### src/rtl/request_resolver_if.sv
// Call/controller bundle between the elevator controller side (master) and the
// request resolver (slave).
interface request_resolver_if #(
    parameter int unsigned NUM_FLOORS = 8,
    parameter int unsigned FLOOR_BITS = 3
);
    logic [NUM_FLOORS-1:0] btn;
    logic [FLOOR_BITS-1:0] floor;
    logic                  up;
    logic                  down;
    logic                  open;
    logic [FLOOR_BITS-1:0] req;
    logic [NUM_FLOORS-1:0] pending;
    logic                  busy;

    modport master (
        output btn, floor, up, down, open,
        input  req, pending, busy
    );

    modport slave (
        input  btn, floor, up, down, open,
        output req, pending, busy
    );
endinterface

### src/rtl/request_resolver.sv
// Holds floor calls as pending requests and presents one SCAN-ordered target
// floor at a time to the elevator controller.
module request_resolver #(
    parameter int unsigned NUM_FLOORS = 8,
    parameter int unsigned FLOOR_BITS = 3
) (
    input logic               clk,
    input logic               resetN,
    request_resolver_if.slave bus
);

    typedef enum logic [1:0] {
        StIdle,
        StScanUp,
        StScanDown
    } dir_e;

    dir_e                  dir_q;
    logic [FLOOR_BITS-1:0] req_q;
    logic [NUM_FLOORS-1:0] pending_q;
    logic [NUM_FLOORS-1:0] pending_d;
    logic                  busy_q;

    logic                  ctl_idle;
    logic [NUM_FLOORS-1:0] floor_hit;
    logic [NUM_FLOORS-1:0] masked;
    logic                  a_found;
    logic                  b_found;
    logic [FLOOR_BITS-1:0] a_floor;
    logic [FLOOR_BITS-1:0] b_floor;

    // Any non-zero (up, down, open) combination, legal or not, counts as busy.
    assign ctl_idle = ~(bus.up | bus.down | bus.open);

    always_comb begin
        for (int i = 0; i < int'(NUM_FLOORS); i++) begin
            floor_hit[i] = (bus.floor == FLOOR_BITS'(i));
        end
    end

    // Presses at the current floor while open or idle are dropped: the car
    // is already there and the controller never opens for target == floor.
    always_comb begin
        for (int i = 0; i < int'(NUM_FLOORS); i++) begin
            if (bus.open && floor_hit[i]) begin
                pending_d[i] = 1'b0;
            end else if (bus.btn[i] && !(floor_hit[i] && (bus.open || ctl_idle))) begin
                pending_d[i] = 1'b1;
            end else begin
                pending_d[i] = pending_q[i];
            end
        end
    end

    assign masked = pending_q & ~floor_hit;

    // A: nearest pending call above the car; B: nearest pending call below.
    always_comb begin
        a_found = 1'b0;
        a_floor = '0;
        b_found = 1'b0;
        b_floor = '0;
        for (int i = int'(NUM_FLOORS) - 1; i >= 0; i--) begin
            if (masked[i] && (FLOOR_BITS'(i) > bus.floor)) begin
                a_found = 1'b1;
                a_floor = FLOOR_BITS'(i);
            end
        end
        for (int i = 0; i < int'(NUM_FLOORS); i++) begin
            if (masked[i] && (FLOOR_BITS'(i) < bus.floor)) begin
                b_found = 1'b1;
                b_floor = FLOOR_BITS'(i);
            end
        end
    end

    // Target only changes while the controller is idle, so it is never
    // pre-empted mid-travel or with the door open.
    always_ff @(posedge clk or negedge resetN) begin
        if (!resetN) begin
            dir_q     <= StIdle;
            req_q     <= '0;
            pending_q <= '0;
            busy_q    <= 1'b0;
        end else begin
            pending_q <= pending_d;
            busy_q    <= |pending_d;
            if (ctl_idle) begin
                case (dir_q)
                    StScanDown: begin
                        if (b_found) begin
                            req_q <= b_floor;
                        end else if (a_found) begin
                            req_q <= a_floor;
                            dir_q <= StScanUp;
                        end else begin
                            dir_q <= StIdle;
                        end
                    end
                    // StIdle and StScanUp both favour calls above the car.
                    default: begin
                        if (a_found) begin
                            req_q <= a_floor;
                            dir_q <= StScanUp;
                        end else if (b_found) begin
                            req_q <= b_floor;
                            dir_q <= StScanDown;
                        end else begin
                            dir_q <= StIdle;
                        end
                    end
                endcase
            end
        end
    end

    assign bus.req     = req_q;
    assign bus.pending = pending_q;
    assign bus.busy    = busy_q;

endmodule

### src/flat_wrapper.sv
// flat-port wrapper written by rule: the top's interface ports become plain ports
module request_resolver_flat 
#(
    parameter int unsigned NUM_FLOORS = 8,
    parameter int unsigned FLOOR_BITS = 3
)
  (clk, resetN, bus_btn, bus_floor, bus_up, bus_down, bus_open, bus_req, bus_pending, bus_busy);
  request_resolver_if #(.NUM_FLOORS(NUM_FLOORS), .FLOOR_BITS(FLOOR_BITS)) bus_i ();
  input logic clk;
  input logic resetN;
  input wire logic [$bits(bus_i.btn)-1:0] bus_btn;
  input wire logic [$bits(bus_i.floor)-1:0] bus_floor;
  input wire logic [$bits(bus_i.up)-1:0] bus_up;
  input wire logic [$bits(bus_i.down)-1:0] bus_down;
  input wire logic [$bits(bus_i.open)-1:0] bus_open;
  output wire logic [$bits(bus_i.req)-1:0] bus_req;
  output wire logic [$bits(bus_i.pending)-1:0] bus_pending;
  output wire logic [$bits(bus_i.busy)-1:0] bus_busy;
  assign bus_i.btn = bus_btn;
  assign bus_i.floor = bus_floor;
  assign bus_i.up = bus_up;
  assign bus_i.down = bus_down;
  assign bus_i.open = bus_open;
  assign bus_req = bus_i.req;
  assign bus_pending = bus_i.pending;
  assign bus_busy = bus_i.busy;
  request_resolver #(.NUM_FLOORS(NUM_FLOORS), .FLOOR_BITS(FLOOR_BITS)) u_core (.clk(clk), .resetN(resetN), .bus(bus_i));
endmodule
### config.mk
export PLATFORM = sky130hd
export DESIGN_NAME = request_resolver_flat
export DESIGN_NICKNAME = d
export VERILOG_FILES = /design/src/rtl/request_resolver_if.sv /design/src/rtl/request_resolver.sv /design/src/flat_wrapper.sv
export SDC_FILE = /design/constraint.sdc
export NUM_CORES = 1
export LEC_CHECK = 0
export ABC_AREA = 1
export CORE_MARGIN = 2
export CORE_UTILIZATION = 35
export DETAILED_ROUTE_END_ITERATION = 8
export HOLD_SLACK_MARGIN = 0.08
export PLACE_DENSITY_LB_ADDON = 0.2
export RECOVER_POWER = 25
export SLEW_MARGIN = 0
export SYNTH_ARGS = -nofsm -noshare
export SYNTH_HDL_FRONTEND = slang
export SYNTH_SLANG_ARGS = --single-unit
### constraint.sdc
create_clock -name clk -period 1.3 [get_ports clk]
set_input_delay 0.195 -clock clk [delete_from_list [all_inputs] [get_ports clk]]
set_output_delay 0.195 -clock clk [all_outputs]
set_load 0.02 [all_outputs]
==> Implementation_results.wiki, run 1 <==
{| class="wikitable"
! Metric !! Value
|-
| Result of the run || finished, violations left
|-
| Sum of internal, switching and leakage power || 1.49 mW
|-
| Cell area after technology mapping || 0.00101 mm2
|-
| Number of buffers added by the clock tree synthesis step || 3
|-
| Syn nets || 176
|-
| Initial antenna violation count || 0
|-
| Simple-gate portion of the synthesized area || 39.6%
|-
| RSZ-0062 raised after global routing || true
|-
| Worst voltage drop across the vdd grid || 0.722 mV
|-
| Area taken by flip-flops and latches || 353 um2
|-
| Post-route standard cell area excluding fillers || 0.00178 mm2
|-
| Detailed placer's ending HPWL || 2340 um
|-
| Die Footprint || 0.00335 mm2
|-
| Critical Path AT || 1.60 ns
|-
| Area of the core region || 0.00276 mm2
|-
| Number of DRC violations after detailed routing || 0
|-
| Vias after detailed routing || 1280
|-
| Category of the worst setup path capture point || flop
|-
| Clock insertion delay at the later pin of the skew report || 0.29 ns
|-
| Initial core utilization || 36.8%
|-
| Cell taking the most area after synthesis || sky130_fd_sc_hd__dfrtp_1
|-
| Worst path setup slack after routing || -0.130 ns
|-
| Layout cell share with drive strength beyond 1 || 45.1%
|-
| Count of distinct cell types in the synthesized netlist || 16
|-
| Antenna Nets Post-Route || 0
|-
| Utilization after layout || 64.6%
|-
| Post-route minimum period || 1.43 ns
|-
| Required time of the critical path || 1.47 ns
|-
| Critical Path Source Type || flop
|-
| Number of synthesized register bits || 14
|-
| Synthesized-area fraction occupied by ao, oa, aoi and oai cells || 14.1%
|-
| Leading cell types by total area after synthesis || sky130_fd_sc_hd__dfrtp_1 35%, sky130_fd_sc_hd__nand2_1 18%, sky130_fd_sc_hd__inv_1 10%
|-
| Cell area after placement || 0.00152 mm2
|-
| Maximum level of the CTS H-tree || 1
|-
| Die outline width || 57.8 um
|-
| Count of yosys warnings during synthesis || 0
|-
| Clock tree from TritonCTS || yes
|-
| Final number of setup-violating endpoints || 5
|-
| DIE HEIGHT || 57.8 um
|-
| Diodes inserted || 0
|-
| Most used cells in the layout excluding fill and tap cells || 35 x sky130_fd_sc_hd__nand2_1, 35 x sky130_fd_sc_hd__buf_4, 21 x sky130_fd_sc_hd__inv_1, 15 x sky130_fd_sc_hd__nand2_2, 12 x sky130_fd_sc_hd__dfrtp_1
|-
| Category of the critical setup timing path || flop to flop
|-
| Final worst path period share || 110%
|-
| XOR/XNOR share of the synthesized area || 0%
|-
| Post-Route Skew || 0.00888 ns
|-
| Number of placed instances, taps included || 243
|-
| Final count of hold timing violations || 0
|-
| Iteration-0 DRC count of the detailed router || 29
|-
| Footprint of the multi-input gates || 729 um2
|-
| Maximum clock frequency || 699 MHz
|-
| Port Buf Inserts || 27
|-
| Global Route Usage Sum || 21.5%
|-
| Fill cells || 234
|-
| Filler-free cell count of the finished design || 257
|-
| I/O pin count || 28
|-
| Synthesized instance count || 160
|-
| Slew Limit Headroom || 47.4%
|-
| Failing checks || negative setup slack
|-
| Maximum number of buffers from clock root to sink || 2
|-
| Highest net fanout along the worst path || 5
|-
| Average wire length per cell after detail routing || 12.8 um
|-
| Number of max-slew violations in the final report || 0
|-
| Site row count || 19
|-
| Setup TNS after final layout || -0.454 ns
|-
| Via count of the first global-routing pass || 1304
|-
| Hold_buf cts || 0
|-
| First-pass GRT wire length || 5640 um
|-
| # clock sinks || 14
|-
| Worst hold-check path type || primary input to flop
|-
| Root cell of the clock tree || sky130_fd_sc_hd__clkbuf_4
|-
| Hold slack final || 0.381 ns
|-
| Combinational family with the most area after synthesis || simple AND/OR/NAND/NOR gates
|-
| Area share of the largest cell type after synthesis || 34.5%
|-
| Adder and majority cell fraction of the synthesized area || 0%
|-
| Final layout net count || 244
|-
| Mux contribution to synthesized area || 0%
|-
| Worst setup timing slack at the placement stage || -0.694 ns
|-
| Clock transition time at the flip-flop clock pins of the worst setup and hold paths || 0.09 ns
|-
| Slew of the pin with the lowest slew margin || 0.789 ns
|-
| Max Cap Violations || 0
|-
| Avg Vias per Cell || 4.98
|-
| Area growth from synthesis to layout || 75.6%
|-
| Largest net degree at the start of global routing || 15
|-
| Routability-driven placement congestion ratio || 0.928
|-
| Synthesized area per cell || 6.34 um2
|-
| Power Dens Cells || 839 mW/mm2
|-
| Total routed wirelength || 3300 um
|-
| Number of iterations in the first detailed-routing pass || 4
|-
| Sequential area share after synthesis || 34.5%
|-
| Overflow left after global routing || 0
|-
| Leakage power summed over all cells || 0.896 nW
|}
[synthesized netlist by cell type]
cell type	n
sky130_fd_sc_hd__a21oi_1	6
sky130_fd_sc_hd__a22oi_1	2
sky130_fd_sc_hd__buf_4	1
sky130_fd_sc_hd__dfrtp_1	14
sky130_fd_sc_hd__inv_1	27
sky130_fd_sc_hd__inv_2	3
sky130_fd_sc_hd__nand2_1	50
sky130_fd_sc_hd__nand2_2	3
sky130_fd_sc_hd__nand3_1	17
sky130_fd_sc_hd__nand3_2	2
sky130_fd_sc_hd__nor2_1	8
sky130_fd_sc_hd__nor2_2	1
sky130_fd_sc_hd__nor2_4	3
sky130_fd_sc_hd__nor3_1	4
sky130_fd_sc_hd__o21ai_0	18
sky130_fd_sc_hd__o31ai_1	1
[what timing repair did]
item,in CTS,in global routing
resized for setup,65,32
gates cloned,0,0
buffers inserted,8,3
setup endpoints to repair,23,10
pin swaps,19,18
[routing by layer]
metal  vias up  GRT usage (%)  part of all wire [%]
met2        19           36.9                    51
met3         5           2.23                   2.3
met1       615           28.4                    46
li1        641              -                     -
met5         -              0                     0
met4         0           7.31                   1.4
[power by group]
group          total, mW  internal (mW)  switching (mW)
clock network      0.252          0.108           0.145
registers          0.540          0.493          0.0471
logic              0.702          0.305           0.397
total               1.49          0.906           0.589
[logic make-up after synthesis]
group / after synthesis
AO/OA/AOI/OAI: 27
buffers and inverters: 31
flip-flops: 14
AND/OR/NAND/NOR: 88
[registers in the layout, indices dropped and copies added, names as in the netlist]
register / count
u_core.bus.busy: 1
u_core.bus.req: 3
u_core.bus.pending: 8
u_core.dir_q: 2
[worst paths after layout]
check / start / end / slack, ns / cells past startpoint
setup / recovery: u_core.bus.pending[5] / u_core.dir_q[0] / -0.13 / 11
max in group asynchronous: resetN / u_core.bus.pending[1] / 0.26 / 2
hold / removal: bus_floor[2] / u_core.bus.pending[4] / 0.38 / 5
setup reg to reg: u_core.bus.pending[5] / u_core.dir_q[0] / -0.13 / 11
min in group asynchronous: resetN / u_core.bus.busy / 0.49 / 2
hold reg to reg: u_core.dir_q[0] / u_core.dir_q[0] / 0.50 / 2
[layout make-up]
| cell class | count | share of cell area, % |
|---|---|---|
| repair buffers | 64 | 29.2 |
| clock buffers | 3 | 1.26 |
| well taps | 31 | 2.18 |
| flip-flops and latches | 14 | 19.8 |
| inverters | 30 | 6.60 |
| multi-input cells | 115 | 40.9 |
[critical path: stages, from the launching register on]
cell,delay [ns]
sky130_fd_sc_hd__dfrtp_2,0.43
sky130_fd_sc_hd__inv_2,0.07
sky130_fd_sc_hd__a21oi_2,0.03
sky130_fd_sc_hd__nand2_2,0.07
sky130_fd_sc_hd__nand2_2,0.07
sky130_fd_sc_hd__nor2_4,0.10
sky130_fd_sc_hd__nand2_2,0.08
sky130_fd_sc_hd__nor2_4,0.12
sky130_fd_sc_hd__inv_2,0.07
sky130_fd_sc_hd__nand2_4,0.10
sky130_fd_sc_hd__buf_4,0.12
sky130_fd_sc_hd__o21ai_2,0.04
Note: power is estimated with default switching activity, not from simulation.
==> run 2: changes to the inputs <==
CTS_BUF_LIST = sky130_fd_sc_hd__clkbuf_4   (was default)
TNS_END_PERCENT = 100   (was default)
==> results of run 2 <==
No change in the layout: final DEF, timing and power equal those of run 1.
==> run 3: changes to the inputs <==
CORE_MARGIN = 4   (was 2)
SLEW_MARGIN = 20   (was 0)
==> Implementation_results.wiki, run 3 (same netlist as run 1, synthesis figures left out) <==
{| class="wikitable"
! Metric !! Value
|-
| Result of the run || finished, violations left
|-
| Failing checks || negative setup slack
|-
| Critical-path cell list || inv_2 -> a21oi_2 -> nand2_2 -> nand2_4 -> nor2_4 -> nand2_2 -> nor2_4 -> inv_2 -> nand2_4 -> buf_4 -> o21ai_2
|-
| Die outline width || 61.8 um
|-
| Initial antenna violation count || 0
|-
| Clock power share || 16.8%
|-
| Worst voltage drop across the vdd grid || 0.743 mV
|-
| Sum of internal, switching and leakage power || 1.46 mW
|-
| Footprint of the multi-input gates || 709 um2
|-
| Max Cap Violations || 0
|-
| Total routed wirelength || 3180 um
|-
| Worst path setup slack after routing || -0.107 ns
|-
| Vias after detailed routing || 1252
|-
| Slew of the pin with the lowest slew margin || 0.768 ns
|-
| Clock tree from TritonCTS || yes
|-
| Number of max-slew violations in the final report || 0
|-
| Power Dens Cells || 851 mW/mm2
|-
| # clock sinks || 14
|-
| Die Footprint || 0.00382 mm2
|-
| Port Buf Inserts || 27
|-
| Routability-driven placement congestion ratio || 0.935
|-
| Antenna Nets Post-Route || 0
|-
| Hold path endpoint || u_core.bus.pending[4]
|-
| WHS Path Cells || 5
|-
| Highest net fanout along the worst path || 5
|-
| Beginning of the worst register-to-register path || u_core.bus.pending[5]
|-
| Leakage power summed over all cells || 0.872 nW
|-
| Cell area after placement || 0.00152 mm2
|-
| Final number of setup-violating endpoints || 5
|-
| Most common cell after layout, fill and taps aside || sky130_fd_sc_hd__nand2_1
|-
| RSZ-0062 raised after global routing || true
|-
| Number of cell instances on the worst register-to-register path || 11
|-
| Site row count || 19
|-
| Post-route minimum period || 1.41 ns
|-
| Reg2reg setup slack || -0.11 ns
|-
| Iteration-0 DRC count of the detailed router || 45
|-
| Final count of hold timing violations || 0
|-
| Slowest cell on the critical path || sky130_fd_sc_hd__dfrtp_2
|-
| First-pass GRT wire length || 5370 um
|-
| Power share of the sequential group || 36.7%
|-
| Category of the worst setup path capture point || flop
|-
| Highest cell delay on the worst timing path || 0.44 ns
|-
| Net switching power || 0.567 mW
|-
| Number of DRC violations after detailed routing || 0
|-
| Clock transition time at the flip-flop clock pins of the worst setup and hold paths || 0.08 ns
|-
| Category of the critical setup timing path || flop to flop
|-
| Number of iterations in the first detailed-routing pass || 4
|-
| Area of the core region || 0.00276 mm2
|-
| Via count of the first global-routing pass || 1267
|-
| DIE HEIGHT || 61.8 um
|-
| Final layout net count || 238
|-
| Global Route Usage Sum || 18.9%
|-
| Most used cells in the layout excluding fill and tap cells || 42 x sky130_fd_sc_hd__nand2_1, 29 x sky130_fd_sc_hd__buf_4, 21 x sky130_fd_sc_hd__inv_1, 12 x sky130_fd_sc_hd__dfrtp_1
|-
| Number of flip-flops in the largest register || 8
|-
| Average wire length per cell after detail routing || 12.7 um
|-
| Post-route standard cell area excluding fillers || 0.00172 mm2
|-
| Maximum number of buffers from clock root to sink || 2
|-
| Diodes inserted || 0
|-
| Worst hold-check path type || primary input to flop
|-
| Critical Path AT || 1.57 ns
|-
| Clock insertion delay at the later pin of the skew report || 0.27 ns
|-
| Fraction of power spent switching nets || 38.8%
|-
| Largest net degree at the start of global routing || 15
|-
| Fill cells || 248
|-
| Slew Limit Headroom || 48.8%
|-
| Required time of the critical path || 1.46 ns
|-
| Logic pwr share || 46.5%
|-
| Area growth from synthesis to layout || 69.1%
|-
| Setup TNS after final layout || -0.430 ns
|-
| Internal power consumption || 0.892 mW
|-
| Layout cell share with drive strength beyond 1 || 41.4%
|-
| Post-Route Skew || 0.00349 ns
|-
| Worst hold start || bus_floor[2]
|-
| Initial core utilization || 36.8%
|-
| Avg Vias per Cell || 4.99
|-
| Root cell of the clock tree || sky130_fd_sc_hd__clkbuf_4
|-
| Critical Path Source Type || flop
|-
| Detailed placer's ending HPWL || 2510 um
|-
| Area taken by flip-flops and latches || 353 um2
|-
| Maximum level of the CTS H-tree || 1
|-
| Number of buffers added by the clock tree synthesis step || 3
|-
| Overflow left after global routing || 0
|-
| Maximum clock frequency || 711 MHz
|-
| R2R Path End || u_core.dir_q[0]
|-
| Final worst path period share || 108%
|-
| I/O pin count || 28
|}
-- run 3: cell types whose count changed in the layout (fill, tap and decap cells not counted), sizes merged --
| cell | delta |
|---|---|
| buf | -7 |
| dlygate4sd2 | +1 |
-- run 3: repair_timing --
| item | in CTS | in global routing |
|---|---|---|
| setup buffers | 3 | 3 |
| pin swaps | 10 | 12 |
| gates resized for setup | 49 | 36 |
| setup endpoints to repair | 23 | 12 |
| hold buffers | 0 | 0 |
-- run 3: through the flow --
step / hold WS (ns) / cells / worst slack [ns] / util (%)
2_1_floorplan: -0.101 / 160 / -0.0411 / -
4_1_cts: 0.220 / 248 / -0.0998 / 58.6
3_5_place_dp: 0.484 / 242 / -0.708 / 54.9
6_report: 0.380 / 251 / -0.107 / 62.2
5_1_grt: 0.429 / 251 / -0.187 / 62.2
3_3_place_gp: 0.470 / 242 / -0.642 / 54.9
-- run 3: area by class of cell --
| class | count | area share [%] |
|---|---|---|
| Clock buffer | 3 | 1.31 |
| Inverter | 30 | 6.56 |
| Multi-Input combinational cell | 115 | 41.4 |
| Sequential cell | 14 | 20.6 |
| Tap cell | 31 | 2.26 |
| Timing Repair Buffer | 58 | 27.9 |
-- run 3: worst max path at each step --
stage | slack, ns | cells past startpoint | to | start
after floorplan | -0.04 | 12 | u_core.bus.req[0] | u_core.bus.pending[5]
after global placement | -0.64 | 12 | u_core.bus.req[0] | bus_floor[1]
after detailed placement | -0.71 | 8 | u_core.bus.busy | bus_floor[1]
after CTS | -0.1 | 12 | u_core.bus.req[0] | u_core.bus.pending[5]
after global routing | -0.19 | 12 | u_core.bus.req[0] | u_core.bus.pending[5]
final | -0.11 | 11 | u_core.dir_q[0] | u_core.bus.pending[5]
-- run 3: worst max-delay path, delay by kind of cell, from the launching register on --
family,cells,cell delay [ns]
compound gates,2,0.09
flops,1,0.44
simple gates,6,0.53
buf+inv,3,0.25
-- run 3: power groups by stage --
stage | combinational [mW] | sequential (mW) | clock, mW
after detailed placement | 0.602 | 0.541 | 0
after global routing | 0.752 | 0.544 | 0.271
final | 0.679 | 0.535 | 0.245
after floorplan | 0.261 | 0.588 | 0
after CTS | 0.611 | 0.532 | 0.252
after global placement | 0.596 | 0.540 | 0
-- run 3: metal layers --
layer	GRT usage, %	routed length [um]
met1	23.8	1430
met2	31.1	1550
met3	3.51	134
met4	8.79	70
met5	0	0
